[src/rtl/pipe_ctrl_pkg.sv]
// Shared types and constants for the pipeline hazard controller.
// HAZARD_STATS_EN adds the stall/flush statistics widths.
package pipe_ctrl_pkg;

  typedef enum logic {
    RUN      = 1'b0,
    MDU_WAIT = 1'b1
  } state_e;

  localparam int unsigned MDU_LAT_DEF = 4;
  localparam int unsigned REG_W       = 5;
  localparam int unsigned CNT_W       = 4;
  localparam logic [REG_W-1:0] REG_ZERO = 5'd0;

`ifdef HAZARD_STATS_EN
  localparam int unsigned STALL_CNT_W = 32;
  localparam int unsigned FLUSH_CNT_W = 16;
`endif

endpackage

[src/rtl/pipe_hazard_ctrl_if.sv]
// Pipeline-side signals of the hazard controller: decode/execute status in, stage enables out.
// HAZARD_STATS_EN adds the stall_cnt/flush_cnt statistics outputs.
interface pipe_hazard_ctrl_if;
  import pipe_ctrl_pkg::*;

  logic [REG_W-1:0] id_rs;
  logic [REG_W-1:0] id_rt;
  logic             id_uses_rt;
  logic             idex_mem_read;
  logic [REG_W-1:0] idex_dst;
  logic             mdu_start;
  logic             br_taken;
  logic             jump_id;

  logic pc_write;
  logic ifid_write;
  logic ifid_flush;
  logic idex_write;
  logic idex_bubble;
  logic mdu_done;
  logic busy;

`ifdef HAZARD_STATS_EN
  logic [STALL_CNT_W-1:0] stall_cnt;
  logic [FLUSH_CNT_W-1:0] flush_cnt;
`endif

  modport master (
    output id_rs, id_rt, id_uses_rt, idex_mem_read, idex_dst, mdu_start, br_taken, jump_id,
    input  pc_write, ifid_write, ifid_flush, idex_write, idex_bubble, mdu_done, busy
`ifdef HAZARD_STATS_EN
    , input stall_cnt, flush_cnt
`endif
  );

  modport slave (
    input  id_rs, id_rt, id_uses_rt, idex_mem_read, idex_dst, mdu_start, br_taken, jump_id,
    output pc_write, ifid_write, ifid_flush, idex_write, idex_bubble, mdu_done, busy
`ifdef HAZARD_STATS_EN
    , output stall_cnt, flush_cnt
`endif
  );

endinterface

[src/rtl/hazard_detect.sv]
// Load-use comparator: a load in EX whose destination feeds a source of the instruction in ID.
module hazard_detect
  import pipe_ctrl_pkg::*;
(
  input  logic             mem_read,
  input  logic [REG_W-1:0] dst,
  input  logic [REG_W-1:0] rs,
  input  logic [REG_W-1:0] rt,
  input  logic             uses_rt,
  output logic             load_use_c
);

  // r0 is hardwired to zero, so a load targeting it never creates a dependency
  assign load_use_c = mem_read && (dst != REG_ZERO) &&
                      ((dst == rs) || (uses_rt && (dst == rt)));

endmodule

[src/rtl/pipe_hazard_ctrl.sv]
// Pipeline hazard controller: load-use bubbles, branch/jump flushes and multi-cycle EX stalls.
// Optional HAZARD_STATS_EN build adds saturating stall/flush cycle counters.
module pipe_hazard_ctrl
  import pipe_ctrl_pkg::*;
#(
  parameter int unsigned MDU_LAT = MDU_LAT_DEF
)
(
  input  logic               clk,
  input  logic               rst,
  pipe_hazard_ctrl_if.slave  bus
);

  // The start cycle and the final (wait_cnt==0) cycle account for two of the MDU_LAT stalls
  localparam logic [CNT_W-1:0] WAIT_LOAD = CNT_W'(MDU_LAT - 2);

  state_e           state;
  state_e           state_nxt;
  logic [CNT_W-1:0] wait_cnt;
  logic [CNT_W-1:0] wait_cnt_nxt;
  logic             load_use;

  logic pc_write_c;
  logic ifid_write_c;
  logic ifid_flush_c;
  logic idex_write_c;
  logic idex_bubble_c;
  logic mdu_done_c;
  logic busy_c;

  hazard_detect u_hazard_detect (
    .mem_read   (bus.idex_mem_read),
    .dst        (bus.idex_dst),
    .rs         (bus.id_rs),
    .rt         (bus.id_rt),
    .uses_rt    (bus.id_uses_rt),
    .load_use_c (load_use)
  );

  always_ff @(posedge clk) begin
    if (rst) begin
      state    <= RUN;
      wait_cnt <= '0;
    end else begin
      state    <= state_nxt;
      wait_cnt <= wait_cnt_nxt;
    end
  end

  // Next state and stage enables; reset forces the free-running defaults
  always_comb begin
    state_nxt     = state;
    wait_cnt_nxt  = wait_cnt;
    pc_write_c    = 1'b1;
    ifid_write_c  = 1'b1;
    ifid_flush_c  = 1'b0;
    idex_write_c  = 1'b1;
    idex_bubble_c = 1'b0;
    mdu_done_c    = 1'b0;
    busy_c        = 1'b0;
    if (!rst) begin
      case (state)
        RUN: begin
          if (bus.mdu_start) begin
            pc_write_c   = 1'b0;
            ifid_write_c = 1'b0;
            idex_write_c = 1'b0;
            state_nxt    = MDU_WAIT;
            wait_cnt_nxt = WAIT_LOAD;
          end else if (bus.br_taken) begin
            ifid_flush_c  = 1'b1;
            idex_bubble_c = 1'b1;
          end else if (load_use) begin
            pc_write_c    = 1'b0;
            ifid_write_c  = 1'b0;
            idex_bubble_c = 1'b1;
          end else if (bus.jump_id) begin
            ifid_flush_c = 1'b1;
          end
        end
        MDU_WAIT: begin
          pc_write_c   = 1'b0;
          ifid_write_c = 1'b0;
          idex_write_c = 1'b0;
          busy_c       = 1'b1;
          if (wait_cnt == '0) begin
            mdu_done_c   = 1'b1;
            state_nxt    = RUN;
            wait_cnt_nxt = '0;
          end else begin
            wait_cnt_nxt = wait_cnt - CNT_W'(1);
          end
        end
        default: begin
          state_nxt    = RUN;
          wait_cnt_nxt = '0;
        end
      endcase
    end
  end

  assign bus.pc_write    = pc_write_c;
  assign bus.ifid_write  = ifid_write_c;
  assign bus.ifid_flush  = ifid_flush_c;
  assign bus.idex_write  = idex_write_c;
  assign bus.idex_bubble = idex_bubble_c;
  assign bus.mdu_done    = mdu_done_c;
  assign bus.busy        = busy_c;

`ifdef HAZARD_STATS_EN
  logic [STALL_CNT_W-1:0] stall_cnt;
  logic [FLUSH_CNT_W-1:0] flush_cnt;

  // Saturating cycle counters for frozen-PC and flushed-fetch cycles
  always_ff @(posedge clk) begin
    if (rst) begin
      stall_cnt <= '0;
      flush_cnt <= '0;
    end else begin
      if (!pc_write_c && (stall_cnt != '1)) stall_cnt <= stall_cnt + STALL_CNT_W'(1);
      if (ifid_flush_c && (flush_cnt != '1)) flush_cnt <= flush_cnt + FLUSH_CNT_W'(1);
    end
  end

  assign bus.stall_cnt = stall_cnt;
  assign bus.flush_cnt = flush_cnt;
`endif

endmodule

[src/flat_wrapper.sv]
// flat-port wrapper written by rule: the top's interface ports become plain ports
module pipe_hazard_ctrl_flat import pipe_ctrl_pkg::*;
#(
  parameter int unsigned MDU_LAT = MDU_LAT_DEF
)
  (clk, rst, bus_id_rs, bus_id_rt, bus_id_uses_rt, bus_idex_mem_read, bus_idex_dst, bus_mdu_start, bus_br_taken, bus_jump_id, bus_pc_write, bus_ifid_write, bus_ifid_flush, bus_idex_write, bus_idex_bubble, bus_mdu_done, bus_busy);
  pipe_hazard_ctrl_if bus_i ();
  input  logic clk;
  input  logic rst;
  input wire logic [$bits(bus_i.id_rs)-1:0] bus_id_rs;
  input wire logic [$bits(bus_i.id_rt)-1:0] bus_id_rt;
  input wire logic [$bits(bus_i.id_uses_rt)-1:0] bus_id_uses_rt;
  input wire logic [$bits(bus_i.idex_mem_read)-1:0] bus_idex_mem_read;
  input wire logic [$bits(bus_i.idex_dst)-1:0] bus_idex_dst;
  input wire logic [$bits(bus_i.mdu_start)-1:0] bus_mdu_start;
  input wire logic [$bits(bus_i.br_taken)-1:0] bus_br_taken;
  input wire logic [$bits(bus_i.jump_id)-1:0] bus_jump_id;
  output wire logic [$bits(bus_i.pc_write)-1:0] bus_pc_write;
  output wire logic [$bits(bus_i.ifid_write)-1:0] bus_ifid_write;
  output wire logic [$bits(bus_i.ifid_flush)-1:0] bus_ifid_flush;
  output wire logic [$bits(bus_i.idex_write)-1:0] bus_idex_write;
  output wire logic [$bits(bus_i.idex_bubble)-1:0] bus_idex_bubble;
  output wire logic [$bits(bus_i.mdu_done)-1:0] bus_mdu_done;
  output wire logic [$bits(bus_i.busy)-1:0] bus_busy;
  assign bus_i.id_rs = bus_id_rs;
  assign bus_i.id_rt = bus_id_rt;
  assign bus_i.id_uses_rt = bus_id_uses_rt;
  assign bus_i.idex_mem_read = bus_idex_mem_read;
  assign bus_i.idex_dst = bus_idex_dst;
  assign bus_i.mdu_start = bus_mdu_start;
  assign bus_i.br_taken = bus_br_taken;
  assign bus_i.jump_id = bus_jump_id;
  assign bus_pc_write = bus_i.pc_write;
  assign bus_ifid_write = bus_i.ifid_write;
  assign bus_ifid_flush = bus_i.ifid_flush;
  assign bus_idex_write = bus_i.idex_write;
  assign bus_idex_bubble = bus_i.idex_bubble;
  assign bus_mdu_done = bus_i.mdu_done;
  assign bus_busy = bus_i.busy;
  pipe_hazard_ctrl #(.MDU_LAT(MDU_LAT)) u_core (.clk(clk), .rst(rst), .bus(bus_i));
endmodule
[config.mk]
export PLATFORM = sky130hd
export DESIGN_NAME = pipe_hazard_ctrl_flat
export DESIGN_NICKNAME = d
export VERILOG_FILES = /design/src/rtl/pipe_ctrl_pkg.sv /design/src/rtl/pipe_hazard_ctrl_if.sv /design/src/rtl/hazard_detect.sv /design/src/rtl/pipe_hazard_ctrl.sv /design/src/flat_wrapper.sv
export SDC_FILE = /design/constraint.sdc
export NUM_CORES = 1
export LEC_CHECK = 0
export ABC_AREA = 1
export CAP_MARGIN = 20
export CORE_AREA = 8 8 45 47
export CTS_BUF_LIST = sky130_fd_sc_hd__clkbuf_4 sky130_fd_sc_hd__clkbuf_8 sky130_fd_sc_hd__clkbuf_16
export DETAILED_ROUTE_END_ITERATION = 8
export DIE_AREA = 0 0 53 55
export PLACE_DENSITY = 0.8
export SYNTH_ARGS = -nofsm -noshare
export SYNTH_HDL_FRONTEND = slang
export SYNTH_SLANG_ARGS = --single-unit
[constraint.sdc]
create_clock -name clk -period 2.93 [get_ports clk]
set_input_delay 0.586 -clock clk [delete_from_list [all_inputs] [get_ports clk]]
set_output_delay 0.586 -clock clk [all_outputs]
set_load 0.03 [all_outputs]
=== Yosys cells after proc, flatten, opt, wreduce, memory -nomap -nowiden ===
Index checks and enable logic that the tools add are counted.
W data, S select, Z words.

* ROM bits: 0
* Bits of input ports: 22
* RAM bits: 0
* Latch bits: 0
* Memories kept: 0
* Register bits after elaboration: 5
* Output and inout port bits: 7

* Add/sub/neg operators: 1
* Muxes and demuxes: 30
* Shifts and indexed selects: 0
* Reduce and logical (&&, ||, !) cells: 6
* Divide/modulo/power cells: 0
* Order comparisons: 0
* $mul: 0
* Bitwise logic cells: 1
* Equal/unequal tests: 3

{| class="wikitable"
|+ Operators with widths
! kind !! count
|-
| $mux W1 || 24
|-
| $eq A5 B5 Y1 || 2
|-
| $mux W4 || 2
|-
| $pmux W4 S2 || 1
|-
| $pmux W1 S2 || 3
|-
| $reduce_bool A5 Y1 || 1
|-
| $logic_not A4 Y1 || 1
|-
| $sub A4 B1 Y4 const B || 1
|-
| $logic_and A1 B1 Y1 || 3
|-
| $ne A2 B2 Y1 const B || 1
|-
| $logic_or A1 B1 Y1 || 1
|-
| $not A1 Y1 || 1
|}

=== Logic depth before layout (Yosys ltp) ===
* Depth in word-level cells: 9
* Depth in mapped cells: 10

=== Hierarchy ===
From an unflattened synthesis, not the netlist that was laid out.

* Cell total of the unflattened synthesis: 100
* Area, all modules: 508.0 µm²

{| class="wikitable"
|+ Modules (own cells, without submodules)
! module !! times used !! area an instance (µm²) !! cells each
|-
| pipe_hazard_ctrl || 1 || 301.5 || 48
|-
| hazard_detect || 1 || 206.4 || 52
|}

=== Worst setup path after synthesis ===
Ideal clock, no wire load.

* Path type: in2out
* Start point: input bus_idex_dst[1]
* End point: output bus_idex_bubble
* Slack: 864 ps
* Data required time: 2344 ps
* Cell stages on the path: 8
* Arrival time: 1480 ps
* Buffers on the path: 0
* Cell sequence: inv_1 nand2_1 nand2_1 nor2_1 nand3_1 nand2_1 nand2_1 a21oi_1

* Cells in the longest elaborated chain, start to end: 9

{| class="wikitable"
|+ RTL lines
! element !! line !! RTL
|-
| start, declared || flat_wrapper.sv:14 || <nowiki>input wire logic [$bits(bus_i.idex_dst)-1:0] bus_idex_dst;</nowiki>
|-
| $eq A5 B5 Y1 || hazard_detect.sv:15 || <nowiki>((dst == rs) || (uses_rt && (dst == rt)));</nowiki>
|-
| $logic_and A1 B1 Y1 || hazard_detect.sv:15 ||
|-
| $logic_or A1 B1 Y1 || hazard_detect.sv:15 ||
|-
| $logic_and A1 B1 Y1 (*) || hazard_detect.sv:14 || <nowiki>assign load_use_c = mem_read && (dst != REG_ZERO) &&</nowiki>
|-
| $mux W1 (*) || pipe_hazard_ctrl.sv:73 || <nowiki>end else if (load_use) begin</nowiki>
|-
| $mux W1 (*) || pipe_hazard_ctrl.sv:70 || <nowiki>end else if (bus.br_taken) begin</nowiki>
|-
| $mux W1 (*) || pipe_hazard_ctrl.sv:64 || <nowiki>if (bus.mdu_start) begin</nowiki>
|-
| $mux W1 (*) || pipe_hazard_ctrl.sv:62 || <nowiki>case (state)</nowiki>
|-
| $mux W1 (*) || pipe_hazard_ctrl.sv:61 || <nowiki>if (!rst) begin</nowiki>
|-
| end, declared || flat_wrapper.sv:22 || <nowiki>output wire logic [$bits(bus_i.idex_bubble)-1:0] bus_idex_bubble;</nowiki>
|}

Every way passes the cells marked *; elsewhere a longest branch is shown, timed or not.

=== Worst setup path in the final report ===
* Start point: input bus_idex_dst[0]
* End point: output bus_ifid_flush

* Cells in the longest elaborated chain, start to end: 9

{| class="wikitable"
|+ RTL lines
! element !! line !! RTL
|-
| $eq A5 B5 Y1 || hazard_detect.sv:15 ||
|-
| $logic_and A1 B1 Y1 || hazard_detect.sv:15 ||
|-
| $logic_or A1 B1 Y1 || hazard_detect.sv:15 ||
|-
| $logic_and A1 B1 Y1 (*) || hazard_detect.sv:14 ||
|-
| $mux W1 (*) || pipe_hazard_ctrl.sv:73 ||
|-
| $mux W1 (*) || pipe_hazard_ctrl.sv:70 ||
|-
| $mux W1 (*) || pipe_hazard_ctrl.sv:64 ||
|-
| $mux W1 (*) || pipe_hazard_ctrl.sv:62 ||
|-
| $mux W1 (*) || pipe_hazard_ctrl.sv:61 ||
|-
| end, declared || flat_wrapper.sv:20 || <nowiki>output wire logic [$bits(bus_i.ifid_flush)-1:0] bus_ifid_flush;</nowiki>
|}

Marked as above.

==> results.json <==
{
  "finalSetupViolCount": 0,
  "root_buffer": "clkbuf_4",
  "leakage_nw": 0.468,
  "fin_nets": 154,
  "cts_setup_buffers": 0,
  "r2r_end": "u_core.wait_cnt[0]$_SDFFE_PP0N_",
  "port_buffers": 28,
  "grt_pass1_wl_um": 2300,
  "hold_class": "register to register",
  "synth_area_um2": 499,
  "totalWireLength_um": 1350,
  "required_ns": 2.34,
  "rr_worst_depth": 6,
  "drcViolationCount": 0,
  "grt_pass1_vias": 609,
  "die_w_um": 53,
  "grt_use_total_pct": 10.1,
  "clk_pin_slew_ns": 0.04,
  "cts_buffers": 3,
  "grt_antenna_before_repair": 0,
  "hold_violations": 0,
  "reg2reg_from": "u_core.wait_cnt[0]$_SDFFE_PP0N_",
  "final_antenna_net_count": 0,
  "grt_overflow": 0,
  "layout_common_cells": "33 x nand2_1, 24 x inv_1, 24 x clkdlybuf4s50_1, 14 x nor2_1",
  "worstPathMaxFanout": 4,
  "core.rowCount": 14,
  "slew_violations": 0,
  "path_class": "primary input to primary output",
  "synthCells": 100,
  "synth-seq-cells": 5,
  "pwr_density_cell_mw_per_mm2": 335,
  "clockBufferDepth": 2,
  "fp.dieArea_mm2": 0.00292,
  "cts_hold_buf": 0,
  "vias_per_cell": 4.40,
  "core_area_mm2": 0.00138,
  "die_y_um": 55,
  "ys_types": 17,
  "fin_tns_setup_ns": 0,
  "num_antenna_cells": 0,
  "skew_ns": 0.000707,
  "r2r_slack_ns": 1.84,
  "endpoint_kind": "primary output",
  "layout_commonest_cell": "nand2_1",
  "wl_per_cell_um": 9.19,
  "dpl.hpwl_um": 1210,
  "slew_headroom_pct": 78.5,
  "whs_ns": 0.480,
  "syn_area_per_cell_um2": 4.99,
  "drtIter0Drc": 22,
  "ios": 29,
  "status": "finished, final reports clean",
  "cap_violations": 0,
  "irDropWorstVdd_v": 0.000142,
  "worstHoldStart": "u_core.wait_cnt[3]$_SDFFE_PP0N_",
  "yosys_warnings": 0,
  "grt_max_degree": 7,
  "cts_tree": "done",
  "dr.pass1.iters": 4,
  "post_cts_resized": 1,
  "start_kind": "primary input",
  "worstSkewPairLatency_ns": 0.24,
  "layout-drive-gt1-share_pct": 6.87,
  "max_freq_mhz": 371,
  "rsz0062_at_grt": "no",
  "worst_pin_slew_ns": 0.322,
  "finalCritPeriodShare_pct": 92.0,
  "synthToLayoutAreaGrowth_pct": 64.9,
  "cts_sinks": 5,
  "ys_seq_area_share_pct": 20.1,
  "initial_core_util_pct": 36.1,
  "hold_path_end": "u_core.wait_cnt[3]$_SDFFE_PP0N_",
  "htree_num_levels": 1,
  "vias": 647,
  "whs_path_depth": 1,
  "fin_crit_ns": 2.70,
  "cp_data_arrival_time_ns": 2.11,
  "synth_nets": 122,
  "place.gp.congestion": 0.782
}
## worst max-delay path, stage by stage
cell             delay, ns
clkdlybuf4s50_1       0.53
inv_2                 0.05
nand2_1               0.05
nand2_1               0.04
nor2_1                0.11
nand3_1               0.08
nand2_1               0.08
nand2_1               0.07
o21ai_1               0.11
inv_1                 0.05
dlygate4sd2_1         0.35
## routing by layer
layer	GRT usage [%]	share of wire [%]	vias up
li1	-	-	357
met1	11.5	45	257
met2	15.8	42	31
met3	4.28	12	2
met4	5.17	0.44	0
met5	0	0	-
## report_power, final
part           switching, mW  total, mW  internal [mW]
combinational         0.0555      0.107         0.0519
sequential           0.00444     0.0776         0.0732
clock                 0.0301     0.0909         0.0608
## final cells by class
cell class | instances | area [um2]
clock buffer | 4 | 30.0
tap | 16 | 20.0
inverter | 27 | 101
multi-input combinational | 67 | 290
timing repair buffer | 28 | 282
fill | 135 | 561
sequential | 5 | 100
## synthesized netlist by cell type
cell	number	area, um2
nand2_1	33	124
inv_1	24	90.1
nor2_1	14	52.6
dfxtp_1	5	100
o21ai_0	5	25.0
nand3_1	4	20.0
a21oi_1	3	15.0
inv_2	3	11.3
a211oi_1	1	7.51
a21boi_0	1	7.51
buf_4	1	7.51
nand2_2	1	6.26
nand4_1	1	6.26
nor3_1	1	5.00
o211ai_1	1	7.51
o21ai_1	1	5.00
xnor2_1	1	8.76
## stage by stage
stage	cells	utilization, %	instance area, um2	total power, mW	setup WS [ns]
detailed placement	143	57.1	790	0.187	-0.0148
global placement	143	57.1	790	0.185	-0.0237
floorplan	100	-	499	0.135	0.864
global route	147	59.5	823	0.296	0.0845
CTS	147	59.1	818	0.280	0.0244
finish	147	59.5	823	0.276	0.233
## state kept, by name, summed over array words and instances, names as in the netlist
signal           flops
u_core.wait_cnt      4
u_core.state         1
## cells by family (layout without fill, tap and decap cells)
kind of cell	Yosys count	count (layout)	share of synthesized area, %
compound gates	12	12	13.5
xor+xnor	1	1	1.75
buf+inv	28	59	21.8
flops	5	5	20.1
simple gates	54	54	42.9
## how the worst max path moves through the flow
stage / start / to / cells after the start
floorplan: bus_idex_dst[1] / bus_idex_bubble / 8
global placement: bus_idex_dst[0] / bus_ifid_flush / 11
detailed placement: bus_idex_dst[0] / bus_ifid_flush / 11
CTS: bus_idex_dst[0] / bus_pc_write / 11
global route: bus_idex_dst[1] / bus_ifid_flush / 11
finish: bus_idex_dst[0] / bus_ifid_flush / 11
Note: power is estimated with default switching activity, not from simulation.
